File: config.mk
export PLATFORM = sky130hd
export DESIGN_NAME = booth_mul_sched
export DESIGN_NICKNAME = d
export VERILOG_FILES = /design/src/rtl/booth_sched_pkg.sv /design/src/rtl/booth_wallace_cla.sv /design/src/rtl/rr_arb2.sv /design/src/rtl/booth_mul_sched.sv
export SDC_FILE = /design/constraint.sdc
export NUM_CORES = 1
export LEC_CHECK = 0
export ABC_CLOCK_PERIOD_IN_PS = 16200
export CAP_MARGIN = 20
export CORE_MARGIN = 4
export CORE_UTILIZATION = 38
export DETAILED_ROUTE_END_ITERATION = 16
export PLACE_DENSITY = 0.64
export SYNTH_ARGS = -nofsm -noshare
export SYNTH_HDL_FRONTEND = slang
export SYNTH_SLANG_ARGS = --single-unit
File: constraint.sdc
create_clock -name clk -period 16.2 [get_ports clk]
set_input_delay 4.86 -clock clk [delete_from_list [all_inputs] [get_ports clk]]
set_output_delay 4.86 -clock clk [all_outputs]
set_load 0.005 [all_outputs]
File: src/rtl/booth_sched_pkg.sv
// Shared types and constants for the booth_mul_sched multiplier scheduler.
// Optional build macro: BOOTH_SCHED_FIXPRI_EN (fixed-priority arbitration).
package booth_sched_pkg;

  localparam int OPW = 16;
  localparam int PW  = 2 * OPW;

  typedef logic req_id_t;

  typedef struct packed {
    logic [OPW-1:0] a;
    logic [OPW-1:0] b;
    req_id_t        id;
    logic           v;
  } s1_entry_t;

  typedef struct packed {
    logic [PW-1:0] p;
    req_id_t       id;
    logic          v;
  } s2_entry_t;

endpackage

File: src/rtl/booth_wallace_cla.sv
// Combinational signed OPW x OPW multiplier: radix-4 Booth recoding,
// carry-save reduction of the partial products, final carry-propagate add.
module booth_wallace_cla
  import booth_sched_pkg::*;
(
  input  logic [OPW-1:0] a,
  input  logic [OPW-1:0] b,
  input  logic           cin,
  output logic [PW-1:0]  p
);

  logic [OPW:0]  b_ext;
  logic [PW-1:0] a_ext;
  logic [PW-1:0] pp;
  logic [PW-1:0] sum_s;
  logic [PW-1:0] sum_c;
  logic [PW-1:0] tmp;

  always_comb begin
    b_ext = {b, 1'b0};
    a_ext = {{(PW-OPW){a[OPW-1]}}, a};
    sum_s = '0;
    sum_c = '0;
    pp    = '0;
    tmp   = '0;
    for (int i = 0; i < OPW/2; i++) begin
      // Overlapping bit triplets select 0, +-a or +-2a for each digit.
      case (b_ext[2*i +: 3])
        3'b001, 3'b010: pp = a_ext;
        3'b011:         pp = a_ext << 1;
        3'b100:         pp = -(a_ext << 1);
        3'b101, 3'b110: pp = -a_ext;
        default:        pp = '0;
      endcase
      pp    = pp << (2*i);
      tmp   = sum_s ^ sum_c ^ pp;
      sum_c = ((sum_s & sum_c) | (sum_s & pp) | (sum_c & pp)) << 1;
      sum_s = tmp;
    end
    p = sum_s + sum_c + PW'(cin);
  end

endmodule

File: src/rtl/rr_arb2.sv
// Two-input arbiter: round-robin by default, fixed priority (requester 0)
// when BOOTH_SCHED_FIXPRI_EN is defined.
module rr_arb2
  import booth_sched_pkg::*;
(
  input  logic       clk,
  input  logic       rst_n,
  input  logic [1:0] req,
  input  logic       accept,
  output logic       gnt_v,
  output req_id_t    gnt_id
);

`ifdef BOOTH_SCHED_FIXPRI_EN

  assign gnt_v  = |req;
  assign gnt_id = !req[0];

`else

  req_id_t last_q;
  req_id_t last_d;

  always_comb begin
    gnt_v = |req;
    // Under contention the requester not granted most recently wins.
    if (req[0] && req[1]) gnt_id = ~last_q;
    else                  gnt_id = req[1];
    last_d = accept ? gnt_id : last_q;
  end

  // Reset to "1 was last" so requester 0 wins the first contention.
  always_ff @(posedge clk) begin
    if (!rst_n) last_q <= 1'b1;
    else        last_q <= last_d;
  end

`endif

endmodule

File: src/rtl/booth_mul_sched.sv
// Two-requester scheduler sharing one booth_wallace_cla through a two-stage
// pipeline. Optional macro: BOOTH_SCHED_FIXPRI_EN (see rr_arb2).
//
// Handshakes: a transfer happens on an edge where valid && ready are both
// high; ready may depend on valid, and a source holds valid and payload
// stable until the transfer.
module booth_mul_sched
  import booth_sched_pkg::*;
#(
  parameter int OPW = booth_sched_pkg::OPW,
  parameter int PW  = booth_sched_pkg::PW
) (
  input  logic           clk,
  input  logic           rst_n,
  input  logic           req0_valid,
  output logic           req0_ready,
  input  logic [OPW-1:0] req0_a,
  input  logic [OPW-1:0] req0_b,
  input  logic           req1_valid,
  output logic           req1_ready,
  input  logic [OPW-1:0] req1_a,
  input  logic [OPW-1:0] req1_b,
  output logic           res_valid,
  input  logic           res_ready,
  output logic [PW-1:0]  res_data,
  output logic           res_id,
  output logic           busy
);

  s1_entry_t     s1_q, s1_d;
  s2_entry_t     s2_q, s2_d;
  logic          en;
  logic          gnt_v;
  logic          accept;
  req_id_t       gnt_id;
  logic [PW-1:0] prod;

  assign en     = !s2_q.v || res_ready;
  assign accept = en && gnt_v && rst_n;

  rr_arb2 u_arb (
    .clk    (clk),
    .rst_n  (rst_n),
    .req    ({req1_valid, req0_valid}),
    .accept (accept),
    .gnt_v  (gnt_v),
    .gnt_id (gnt_id)
  );

  booth_wallace_cla u_mul (
    .a   (s1_q.a),
    .b   (s1_q.b),
    .cin (1'b0),
    .p   (prod)
  );

  always_comb begin
    s1_d       = s1_q;
    s2_d       = s2_q;
    req0_ready = accept && (gnt_id == 1'b0);
    req1_ready = accept && (gnt_id == 1'b1);
    if (en) begin
      s2_d.v = s1_q.v;
      // Bubbles leave the last product/id on res_* untouched.
      if (s1_q.v) begin
        s2_d.p  = prod;
        s2_d.id = s1_q.id;
      end
      if (accept) begin
        s1_d.a  = gnt_id ? req1_a : req0_a;
        s1_d.b  = gnt_id ? req1_b : req0_b;
        s1_d.id = gnt_id;
        s1_d.v  = 1'b1;
      end else begin
        s1_d.v  = 1'b0;
      end
    end
  end

  always_ff @(posedge clk) begin
    if (!rst_n) begin
      s1_q <= '0;
      s2_q <= '0;
    end else begin
      s1_q <= s1_d;
      s2_q <= s2_d;
    end
  end

  assign res_valid = s2_q.v;
  assign res_data  = s2_q.p;
  assign res_id    = s2_q.id;
  assign busy      = s1_q.v || s2_q.v;

endmodule
==> results.md <==
- Sequential area share after synthesis: 0.0956
- Setup crit start kind: primary input
- Dpl cells: 2372
- CTS tree: yes
- Clock-pin slew on the worst setup and hold paths: 50 ps
- Nets: 2150
- Post-synthesis cell type count: 68
- Detailed Route WL: 47.5 mm
- Hold buffers post-CTS: 0
- Clock latency on the worst-skew pair: 370 ps
- Switching Power: 0.00222 W
- Avg Vias per Cell: 5.97
- Comb power frac: 0.900
- Final cell count without fillers: 2390
- Syn. warnings: 0
- Area growth, synth to finish: 11.7%
- P per Cell Area: 264 nW/um2
- Fill cells: 3834
- Net Sw Frac: 0.522
- Leakage power: 6.59 nW
- Width of the die: 203 um
- Num CTS Buffers: 9
- RSZ-0062 raised after global routing: no
- Clock network power share: 0.049
- Vias in the first global route: 13481
- CP Max Fanout: 18
- Pre-antenna DRT Iters: 5
- Starting density of the core: 0.384
- DP Wirelength: 35.9 mm
- Clk buf depth: 2
- Worst slew pin tran: 1190 ps
- Setup Fix Bufs, Post-CTS: 0
- Post-synth EDFFs: 0
- Crit path from: req1_valid
- Main flop type after synthesis: dfxtp_1
- Largest family of logic cells by synthesized area: compound AO/OA/AOI/OAI gates
- Tmin final: 12050 ps
- Via count: 14275
- PostCTS Resize Cnt: 0
- Compound-Gate Fraction of Synth Area: 0.300
- Per-cell routed wire length: 19.9 um
- Core footprint: 37600 um2
- Final hold viol count: 0
- HP Start: res_data[0]$_SDFFE_PN0P_
- Status: completed
- Top Ports: 106
- Clk root buf: clkbuf_16
- Crit path capture type: primary output
- Global route overflow: 0
- Sequential Power Share: 0.051
- Max VDD drop: 0.331 mV
- Commonest non-fill, non-tap cell in the layout: nand2_1
- Overall Power: 0.00425 W
- Max Freq: 0.0830 GHz
- Die area: 41200 um2
- Register-to-Register Path Depth: 27
- Clock Skews: 18.2 ps
- WHS Path Cells: 2
- Mux cell area share after synthesis: 0.0858
- Gr usage total: 0.226
- Setup tns final: 0 ps
- Number of DRC markers in iteration 0: 1703
- Final period util: 0.744
- CP Class: primary input to primary output
- Fraction of layout cells with a size suffix above 1: 0.0671
- Drt drc: 0
- First-pass GRT wire length: 75.3 mm
- Number of diodes: 0
- R2R Path Start: s1_q[18]$_SDFFE_PN0P_
- Max transition margin: 0.204
- Max-slew violations: 0
- Mapped Nets: 2174
- Ys async rst share: 0
- Most frequent cells in the layout: 243 x nand2_1, 159 x a21oi_1, 142 x o21ai_0
- Die height: 203 um
- Final setup vio count: 0
- CTS Sinks: 69
- Post-Synth Simple-Gate Area: 0.136
- Crit path arrival time: 7190 ps
- Synth Instances: 1898
- Post-Synthesis Cell Area: 14400 um2
- Antenna violations before repair: 0
- Max Cap Viol: 0
- HP Class: register to register
- Max H-tree Level: 3
- #FFs+latches synth: 69
- Largest net degree at the start of global routing: 76
- Placer Congestion: 0.925
- Xor and xnor area share after synthesis: 0.0500
- Final ANT Viol Nets: 0
- Synth Area in Adders: 0.248
- Avg Cell Area, Syn: 7.61 um2
- Port-buffer cells: 105
- Pint: 0.00203 W
- Critical Path RT: 11340 ps
- Rows: 71
sequential cells by signal, indices dropped and copies added (netlist names):
signal,flops
res_id,1
res_data,32
s1_q,34
res_valid,1
u_arb.last_q,1
critical path, stage by stage:
cell,delay [ps]
clkdlybuf4s50_1,500
a21boi_4,680
buf_4,430
and3_1,210
clkdlybuf4s50_1,500
final timing paths:
path,end,slack [ps]
worst max-delay path,req1_ready,4150
worst min-delay path,res_data[0]$_SDFFE_PN0P_,460
worst max register to register,res_data[30]$_SDFFE_PN0P_,6030
worst min register to register,res_data[0]$_SDFFE_PN0P_,460
power groups by stage:
stage	combinational (W)	clock, W	sequential (W)
2_1_floorplan	0.00296	0	0.000222
3_3_place_gp	0.00376	0	0.000220
3_5_place_dp	0.00381	0	0.000221
4_1_cts	0.00385	0.000215	0.000217
5_1_grt	0.00435	0.000222	0.000220
6_report	0.00382	0.000209	0.000217
synthesized netlist by cell type (10+ instances only):
cell      instances  area [um2]
a211oi_1         31         233
o21ai_1          32         160
nor2_1          113         424
nand3_1          11        55.1
inv_1           125         469
o211ai_1         22         165
o22ai_1          29         181
xor2_1           36         315
clkbuf_1        147         552
o211a_1          35         350
a221o_1          24         240
fa_1            133        2660
nor2b_1          11        68.8
o221ai_1         10        87.6
a221oi_1         22         193
or3_1            12        75.1
mux2_2           21         236
buf_1            37         139
xnor2_1          42         368
a22oi_1          12        90.1
a21o_1           34         255
and2_1           19         119
a21boi_0         22         165
nor3_1           11        55.1
ha_1             74         926
a31oi_1          27         169
o21ai_0         142         711
a21oi_1         159         796
nand2_1         243         912
dfxtp_1          69        1380
mux2i_1          80         801
a32o_1           10         100
routing by layer:
metal	vias to the layer above	wire (um)	global-route usage
met5	-	0	0
met4	0	1400	0.0718
met3	104	3630	0.0257
met2	642	21700	0.359
met1	6865	20800	0.322
li1	6664	-	-
area by class of cell:
type / instances / area [um2] / share of cell area
Multi-Input combinational cell: 1508 / 11900 / 0.736
Timing Repair Buffer: 155 / 1440 / 0.0892
Sequential cell: 69 / 1390 / 0.0864
Tap cell: 511 / 639 / 0.0396
Inverter: 131 / 492 / 0.0305
Clock buffer: 11 / 243 / 0.0150
Clock inverter: 5 / 60.1 / 0.00372
logic make-up (layout without fill, tap and decap cells):
logic type | after synthesis | in the layout
adders and majority gates | 207 | 207
xor gates and xnor gates | 80 | 80
AOI/OAI and AO/OA | 656 | 656
muxes | 110 | 110
DFF | 69 | 69
buffers and inverters | 321 | 302
and+or+nand+nor | 455 | 455
through the flow:
| stage | utilization | setup WS [ps] | hold WS, ps | instance area [um2] |
|---|---|---|---|---|
| after global placement | 0.420 | 4210 | 451 | 15800 |
| after detailed placement | 0.420 | 4140 | 458 | 15800 |
| after floorplan | - | 5350 | 437 | 14400 |
| final | 0.429 | 4150 | 462 | 16100 |
| after CTS | 0.428 | 4130 | 466 | 16100 |
| after global routing | 0.429 | 4040 | 490 | 16100 |
(Power assumes the default switching activity.)
